**config.mk**
```make
export PLATFORM = sky130hd
export DESIGN_NAME = rast_tri_feeder
export DESIGN_NICKNAME = d
export VERILOG_FILES = /design/src/rtl/rast_feed_pkg.sv /design/src/rtl/rast_tri_fifo.sv /design/src/rtl/rast_tri_feeder.sv
export SDC_FILE = /design/constraint.sdc
export NUM_CORES = 2
export LEC_CHECK = 0
export CAP_MARGIN = 10
export CORE_AREA = 2 2 439 441
export CTS_CLUSTER_SIZE = 40
export DETAILED_ROUTE_END_ITERATION = 16
export DIE_AREA = 0 0 441 443
export HOLD_SLACK_MARGIN = 0.15
export MAX_ROUTING_LAYER = met4
export PLACE_DENSITY = 0.57
export SLEW_MARGIN = 20
export SYNTH_ARGS = -nofsm -noshare
export SYNTH_HDL_FRONTEND = slang
export SYNTH_SLANG_ARGS = --single-unit
export TNS_END_PERCENT = 10
```
**constraint.sdc**
```tcl
create_clock -name clk -period 12.15 [get_ports clk]
set_clock_uncertainty 0.2 [all_clocks]
set_input_delay 2.43 -clock clk [delete_from_list [all_inputs] [get_ports clk]]
set_output_delay 2.43 -clock clk [all_outputs]
set_load 0.005 [all_outputs]
```
**src/rtl/rast_feed_pkg.sv**
```systemverilog
// Shared types, constants and the MSAA decode for the rasterizer triangle feeder.
package rast_feed_pkg;

  localparam int unsigned SIGFIG = 24;
  localparam int unsigned RADIX  = 10;
  localparam int unsigned AXIS   = 3;
  localparam int unsigned COLORS = 3;

  typedef logic [AXIS-1:0][SIGFIG-1:0]   vert_t;
  typedef logic [COLORS-1:0][SIGFIG-1:0] color_t;

  // One queued primitive: a triangle uses verts[0..2], a quad uses all four.
  typedef struct packed {
    logic        quad;
    vert_t [3:0] verts;
    color_t      color;
  } tri_entry_t;

  typedef enum logic {
    EMIT0 = 1'b0,
    EMIT1 = 1'b1
  } emit_state_e;

  typedef struct packed {
    logic [3:0] sub_sample;
    logic [1:0] ss_w_lg2;
  } msaa_cfg_t;

  // 1x/4x/16x/64x MSAA maps to a one-hot sub-sample mask and sample-grid width.
  function automatic msaa_cfg_t msaa_decode(input logic [1:0] lg4);
    msaa_cfg_t c;
    c.sub_sample = 4'b1000 >> lg4;
    c.ss_w_lg2   = lg4;
    return c;
  endfunction

  // 512.0 in fixed point with RADIX fraction bits.
  localparam logic [SIGFIG-1:0] SCREEN_RST = SIGFIG'(32'd512 << RADIX);

endpackage

```
**src/rtl/rast_tri_fifo.sv**
```systemverilog
// Parametrised synchronous FIFO with registered occupancy count.
module rast_tri_fifo
  import rast_feed_pkg::*;
#(
  parameter int unsigned DEPTH   = 4,
  parameter type         entry_t = tri_entry_t
) (
  input  logic                     clk,
  input  logic                     rst,
  input  logic                     push,
  input  entry_t                   wdata,
  input  logic                     pop,
  output entry_t                   head_c,
  output logic                     full_c,
  output logic                     empty_c,
  output logic [$clog2(DEPTH):0]   count
);

  localparam int unsigned AW = $clog2(DEPTH);
  localparam int unsigned CW = AW + 1;

  entry_t        mem [DEPTH];
  logic [AW-1:0] wr_ptr;
  logic [AW-1:0] rd_ptr;
  logic          do_push;
  logic          do_pop;

  assign full_c  = (count == CW'(DEPTH));
  assign empty_c = (count == '0);
  assign do_push = push && !full_c;
  assign do_pop  = pop && !empty_c;
  assign head_c  = mem[rd_ptr];

  // Pointers wrap naturally; count carries the extra bit to tell full from empty.
  always_ff @(posedge clk) begin
    if (rst) begin
      wr_ptr <= '0;
      rd_ptr <= '0;
      count  <= '0;
    end else begin
      if (do_push) wr_ptr <= wr_ptr + AW'(1);
      if (do_pop)  rd_ptr <= rd_ptr + AW'(1);
      count <= count + CW'(do_push) - CW'(do_pop);
    end
  end

  always_ff @(posedge clk) begin
    if (do_push) mem[wr_ptr] <= wdata;
  end

endmodule

```
**src/rtl/rast_tri_feeder.sv**
```systemverilog
// Triangle/quad queue feeding the rasterizer R10 interface, plus screen/MSAA config.
module rast_tri_feeder
  import rast_feed_pkg::*;
#(
  parameter int unsigned DEPTH = 4
) (
  input  logic                                clk,
  input  logic                                rst,
  input  logic                                in_valid_R9H,
  output logic                                in_ready_R9H,
  input  logic                                in_quad_R9H,
  input  logic [3:0][AXIS-1:0][SIGFIG-1:0]    in_tri_R9S,
  input  logic [COLORS-1:0][SIGFIG-1:0]       in_color_R9U,
  input  logic                                cfg_we,
  input  logic [1:0][SIGFIG-1:0]              cfg_screen,
  input  logic [1:0]                          cfg_msaa_lg4,
  output logic                                cfg_rej,
  input  logic                                halt_RnnnnL,
  output logic                                validTri_R10H,
  output logic [2:0][AXIS-1:0][SIGFIG-1:0]    tri_R10S,
  output logic [COLORS-1:0][SIGFIG-1:0]       color_R10U,
  output logic [1:0][SIGFIG-1:0]              screen_RnnnnS,
  output logic [3:0]                          subSample_RnnnnU,
  output logic [1:0]                          ss_w_lg2_RnnnnS,
  output logic                                idle
);

  localparam int unsigned CW = $clog2(DEPTH) + 1;

  tri_entry_t                       wr_entry;
  tri_entry_t                       head;
  logic                             fifo_full;
  logic                             fifo_empty;
  logic [CW-1:0]                    fifo_count;
  logic [CW-1:0]                    count_d;
  logic                             push_c;
  logic                             pop_c;
  logic                             load_en_c;
  emit_state_e                      state_q;
  emit_state_e                      state_d;
  logic                             valid_d;
  logic [2:0][AXIS-1:0][SIGFIG-1:0] tri_d;
  color_t                           color_d;
  msaa_cfg_t                        msaa_c;

  assign wr_entry = '{quad: in_quad_R9H, verts: in_tri_R9S, color: in_color_R9U};
  assign push_c   = in_valid_R9H && in_ready_R9H && !fifo_full;
  assign count_d  = fifo_count + CW'(push_c) - CW'(pop_c);
  assign msaa_c   = msaa_decode(cfg_msaa_lg4);

  rast_tri_fifo #(
    .DEPTH   (DEPTH),
    .entry_t (tri_entry_t)
  ) u_fifo (
    .clk     (clk),
    .rst     (rst),
    .push    (push_c),
    .wdata   (wr_entry),
    .pop     (pop_c),
    .head_c  (head),
    .full_c  (fifo_full),
    .empty_c (fifo_empty),
    .count   (fifo_count)
  );

  // EMIT1 means the output register holds the first half of the quad at the head.
  always_comb begin
    state_d   = state_q;
    valid_d   = validTri_R10H;
    tri_d     = tri_R10S;
    color_d   = color_R10U;
    pop_c     = 1'b0;
    load_en_c = !validTri_R10H || halt_RnnnnL;
    if (load_en_c) begin
      case (state_q)
        EMIT0: begin
          if (!fifo_empty) begin
            valid_d = 1'b1;
            tri_d   = {head.verts[2], head.verts[1], head.verts[0]};
            color_d = head.color;
            if (head.quad) state_d = EMIT1;
            else           pop_c   = 1'b1;
          end else begin
            valid_d = 1'b0;
          end
        end
        EMIT1: begin
          valid_d = 1'b1;
          tri_d   = {head.verts[3], head.verts[2], head.verts[0]};
          color_d = head.color;
          pop_c   = 1'b1;
          state_d = EMIT0;
        end
        default: state_d = EMIT0;
      endcase
    end
  end

  // Output register, ready and idle all derive from next-cycle occupancy.
  always_ff @(posedge clk) begin
    if (rst) begin
      state_q       <= EMIT0;
      validTri_R10H <= 1'b0;
      tri_R10S      <= '0;
      color_R10U    <= '0;
      in_ready_R9H  <= 1'b1;
      idle          <= 1'b1;
    end else begin
      state_q       <= state_d;
      validTri_R10H <= valid_d;
      tri_R10S      <= tri_d;
      color_R10U    <= color_d;
      in_ready_R9H  <= (count_d != CW'(DEPTH));
      idle          <= (count_d == '0) && !valid_d && (state_d == EMIT0);
    end
  end

  // Config only changes while nothing is in flight; otherwise the write is dropped.
  always_ff @(posedge clk) begin
    if (rst) begin
      screen_RnnnnS    <= {SCREEN_RST, SCREEN_RST};
      subSample_RnnnnU <= 4'b0100;
      ss_w_lg2_RnnnnS  <= 2'd1;
      cfg_rej          <= 1'b0;
    end else begin
      cfg_rej <= cfg_we && !idle;
      if (cfg_we && idle) begin
        screen_RnnnnS    <= cfg_screen;
        subSample_RnnnnU <= msaa_c.sub_sample;
        ss_w_lg2_RnnnnS  <= msaa_c.ss_w_lg2;
      end
    end
  end

endmodule

```
# Word level (Yosys, flattened, before mapping)
# Memory sizes are Yosys's and may differ from the RTL's. A register that Yosys moved wholly into a read port is not among the register bits.
# Index checks and enable logic that the tools add are counted.
[word_totals]
n_memories = 1
regBits = 354
mem_bits_rw = 1444
wordCells = 73
[classes]
shift = 1
n_mux = 19
add_sub_neg = 6
reduce_logical = 17
n_eq_ne = 3
bitwise = 2
[memory_table]
columns = ["memory", "depth", "word_bits", "read_ports", "rd_ports_with_merged_regs", "wr", "line", "rtl"]
rows = [
  ["u_fifo.mem", 4, 361, 1, 1, 1, "rast_tri_fifo.sv:22", "entry_t mem [DEPTH];"],
]
[ops]
columns = ["op", "count"]
rows = [
  ["$pmux 216 s2", 1],
  ["$mux 216", 1],
  ["$pmux 72 s2", 1],
  ["$mux 72", 1],
  ["$mux 1", 10],
  ["$logic_and 1x1->1", 8],
  ["$add 3x1->3", 2],
  ["$logic_not 3->1", 2],
  ["$pmux 1 s2", 3],
  ["$sub 3x1->3", 2],
  ["$logic_not 1->1", 5],
  ["$add 2x1->2 const B", 2],
  ["$mux 2", 2],
  ["$shr 4x2->4 const A", 1],
  ["$eq 3x3->1 const B", 1],
  ["$ne 3x3->1 const B", 1],
  ["$ne 2x2->1 const B", 1],
  ["$not 1->1", 2],
  ["$reduce_and 2->1", 1],
  ["$logic_or 1x1->1", 1],
]

# Depth between registers and ports, before layout
[depth]
depth_word = 8
depth_mapped = 12
ltp_nobuf = 10

# Cells and area by module
# Synthesis repeated with hierarchy kept, for this count alone.
[hier_totals]
hier_cells = 3516
hier_area_um2 = 67267.0
[modules_own_cells]
columns = ["module", "cells_each", "area_each_um2", "instances"]
rows = [
  ["rast_tri_fifo", 1936, 52554.2, 1],
  ["rast_tri_feeder", 1580, 14712.9, 1],
]

# Worst setup path after synthesis
# Ideal clock, no wire load.
[synth_timing]
kind = "input -> register"
from = "input in_valid_R9H"
to = "memory u_fifo.mem[1][0] (netlist bit), enable pin"
path_slack_ns = 0.091
path_buffers = 0
setup_ns = 0.770
required_ns = 11.180
cell_stages = 3
t_arrival_ns = 11.089
cell_sequence = "nand2_1 -> a31oi_1 -> and2_1"
[synth_between]
elab_chain_cells = 5
[synth_rtl]
columns = ["element", "line", "rtl"]
rows = [
  ["start, declared", "rast_tri_feeder.sv:9", "input logic in_valid_R9H,"],
  ["$logic_and 1x1->1 (2 in a row)", "rast_tri_feeder.sv:47", "assign push_c = in_valid_R9H && in_ready_R9H && !fifo_full;"],
  ["$logic_and 1x1->1", "rast_tri_fifo.sv:30", "assign do_push = push && !full_c;"],
  ["named net u_fifo.do_push", "rast_tri_fifo.sv:25", "logic do_push;"],
  ["$mux 1", "rast_tri_fifo.sv:48", "if (do_push) mem[wr_ptr] <= wdata;"],
  ["$mux 1 (not written as such)", "rast_tri_fifo.sv:48", ""],
  ["end, declared", "rast_tri_fifo.sv:22", ""],
]
# The timed path passes the listed nets, and every way through them passes these cells.

# Worst setup path after layout
[layout_timing]
from = "input in_valid_R9H"
to = "memory u_fifo.mem[2][151] (netlist bit), enable pin"
# Same word-level chain as after synthesis.

==> impl_metrics.toml <==
[yosys]
synth_cells = 3556
synth_top_family_by_area = "multiplexers"
ys_seq_area_share_pct = 76.0
synth-xor-area-share_pct = 0.0527
syn-num-nets = 3982
synth_mux_area_share_pct = 14.7
synth_compound_area_share_pct = 2.90
synth_cell_type_count = 36
ys_ff_latch = 1800
syn_area_um2 = 66400
synth_fa_ha_area_share_pct = 0.211
async_reset_ff_share_pct = 0
synth_edf_count = 1444
yosysWarnings = 0
synth-main-ff-cell = "edfxtp_1"
avgSynthCellArea_um2 = 18.7
synthSimpleGateAreaFrac_pct = 4.50

[worst_setup_path]
cp.arrival_ns = 6.04
cp_top_family = "buffers and inverters"
criticalPathCategory = "primary input to register"
path_cells = "clkdlybuf4s50_1 > nand2_1 > a31oi_1 > and2_4 > buf_4 > buf_12"
crit_path_max_incr_delay_ns = 0.81
critPathCaptureType = "register"
crit_buf_inv = 3
cpMaxStageDelayCell = "and2_4"
crit_required_ns = 12.38
crit_path_start_kind = "primary input"
crit_path_max_fanout = 142

[timing]
final_hold_viol_count = 0
period_needed_ns = 5.81
rsz0062_at_grt = "false"
maxSlewViolCount = 0
clock.fmax_mhz = 172
setup_tns_ns = 0
worst_pin_slew_ns = 1.15
slew_headroom_pct = 23.5
period_share_pct = 47.8
finalSetupViolCount = 0

[floorplanning]
die_w_um = 441
core_um2 = 191000
dieArea_um2 = 195000
pin_count = 762
die_h_um = 443
start_util_pct = 34.7
core.rowCount = 161

[detailed_routing]
remaining_drc_errors = 0
wl_per_cell_um = 24.8
dr.pass1.iters = 5
vias_per_cell = 5.01
drtAntennaViolNets = 0
vias = 35327
wirelength_um = 175000
drtIter0Drc = 2251

[finish]
drive_gt1_share_pct = 16.9
fin_area_um2 = 83000
syn2layout_area_growth_pct = 24.9
regArea_um2 = 50500
stdcell_count = 7054
multi_input_area_um2 = 14900
layout_commonest_cell = "edfxtp_1"
final_cell_mix = "edfxtp_1 (1444), clkdlybuf4s50_1 (760), mux4_2 (432)"
n_fill_cell = 16718
nets = 4750

[clock_tree]
clock-sinks = 1800
cts_tree = "built"
holdBufCountCts = 0
worstSkewPairLatency_ns = 0.83
htree_levels = 4
post_cts_buffers = 0
cts.clk_slew.worst_paths_ns = 0.06
cts_made_buffers = 189
clock_path_buffers = 3
cts_root_buf = "clkbuf_16"
cts_resized = 0

[grt]
grt_pass1_vias = 36134
grt_overflow = 0
grtUsageTotal_pct = 18.2
grt_pass1_wl_um = 254000
antenna_found_initial = 64
grt_max_degree = 162

[power]
powerDensity_nw_per_um2 = 232
leakagePower_nw = 26.3
p_comb_share_pct = 27.5
sw_frac_of_total_pct = 29.3
clkPwrFrac_pct = 29.6
power.switching_mw = 5.63
p_int_mw = 13.6
pwr-share-seq_pct = 42.9
ir_drop_mv = 0.233

[place]
dpl.hpwl_um = 108000
port-buffer-count = 761
dp.cells = 6657
gp_congestion = 0.866
dpl-instance-area_um2 = 76700

[outcome]
status = "completed"

[worst_hold_path]
hp-class = "register to register"

[flow_run]
cap_violations = 0
-- area by class of cell --
| type | count | area share (%) |
|---|---|---|
| diodes | 41 | 0.124 |
| clock buffers | 279 | 6.45 |
| clock inverters | 75 | 0.944 |
| inverters | 9 | 0.0407 |
| multi-input cells | 1521 | 18.0 |
| flip-flops and latches | 1800 | 60.9 |
| well taps | 2526 | 3.81 |
| repair buffers | 803 | 9.80 |
-- registers in the layout (all words and copies together) (netlist names), named ones only --
name,count
u_fifo.mem,1444
tri_R10S,216
color_R10U,72
screen_RnnnnS,48
subSample_RnnnnU,4
u_fifo.count,3
ss_w_lg2_RnnnnS,2
u_fifo.rd_ptr,2
u_fifo.wr_ptr,2
cfg_rej,1
idle,1
in_ready_R9H,1
state_q,1
validTri_R10H,1
-- stage by stage --
| stage | worst slack (ns) | util (%) | total power [mW] | hold WS, ns |
|---|---|---|---|---|
| floorplan | 0.0911 | - | 11.9 | 0.248 |
| global placement | 5.48 | 40.1 | 13.7 | 0.240 |
| detailed placement | 5.41 | 40.1 | 13.8 | 0.246 |
| CTS | 6.32 | 43.3 | 19.5 | 0.253 |
| global route | 6.15 | 43.4 | 20.2 | 0.266 |
| finish | 6.34 | 43.4 | 19.2 | 0.251 |
-- cell usage after synthesis, types with 2 or more instances --
| cell | instances | share of area, % |
|---|---|---|
| buf_2 | 93 | 0.70 |
| nand3_2 | 2 | 0.030 |
| mux2i_1 | 3 | 0.045 |
| edfxtp_1 | 1444 | 65 |
| dfxtp_1 | 356 | 11 |
| xnor2_1 | 2 | 0.026 |
| nor3_1 | 145 | 1.1 |
| a21oi_1 | 196 | 1.5 |
| nand2b_1 | 2 | 0.019 |
| and2_1 | 6 | 0.057 |
| mux2_2 | 2 | 0.034 |
| inv_1 | 9 | 0.051 |
| mux4_2 | 432 | 15 |
| nor2b_1 | 3 | 0.028 |
| nand3_1 | 2 | 0.015 |
| or4_1 | 2 | 0.023 |
| buf_1 | 22 | 0.12 |
| nand2_1 | 396 | 2.2 |
| xor2_1 | 2 | 0.026 |
| o22ai_1 | 145 | 1.4 |
| nor3b_1 | 2 | 0.023 |
| fa_1 | 2 | 0.060 |
| nor2_1 | 155 | 0.88 |
| clkbuf_1 | 95 | 0.54 |
| buf_6 | 2 | 0.034 |
| buf_4 | 14 | 0.16 |
| or3_1 | 2 | 0.019 |
| a31oi_1 | 2 | 0.019 |
| nand3b_1 | 4 | 0.045 |
| ha_1 | 8 | 0.15 |
-- final timing paths --
| path | depth (start not counted) | to | slack (ns) | startpoint |
|---|---|---|---|---|
| setup / recovery | 6 | u_fifo.mem[2][151] | 6.34 | in_valid_R9H |
| hold / removal | 2 | color_R10U[68] | 0.25 | color_R10U[68] |
| setup reg to reg | 6 | tri_R10S[111] | 7.74 | state_q |
| hold reg to reg | 2 | color_R10U[68] | 0.25 | color_R10U[68] |
-- power groups by stage --
| stage | clock [mW] | sequential, mW | combinational (mW) |
|---|---|---|---|
| global placement | 0 | 8.35 | 5.39 |
| CTS | 5.85 | 8.26 | 5.42 |
| finish | 5.70 | 8.24 | 5.29 |
| global route | 6.09 | 8.33 | 5.77 |
| floorplan | 0 | 8.53 | 3.33 |
| detailed placement | 0 | 8.38 | 5.41 |
-- worst register-to-register path, delay by kind of cell (launching register included) --
kind | cells | cell delay [ns]
compound gates | 1 | 0.22
simple gates | 1 | 0.08
mux | 1 | 0.53
flops | 1 | 0.72
buf+inv | 3 | 2.52
-- cell families after synthesis --
| logic type | count (synthesis) |
|---|---|
| flops | 1800 |
| simple gates | 724 |
| mux | 437 |
| compound gates | 346 |
| buf+inv | 235 |
| fa+ha+maj | 10 |
| xor+xnor | 4 |
-- per-layer routing --
layer	vias up	share of wire, %	global-route usage (%)
met3	298	4.9	3.63
met4	0	3.5	7.20
li1	15749	-	-
met2	924	52	30.0
met1	18356	40	22.0
met5	-	0	-
Power figures use the tool's default switching activity.
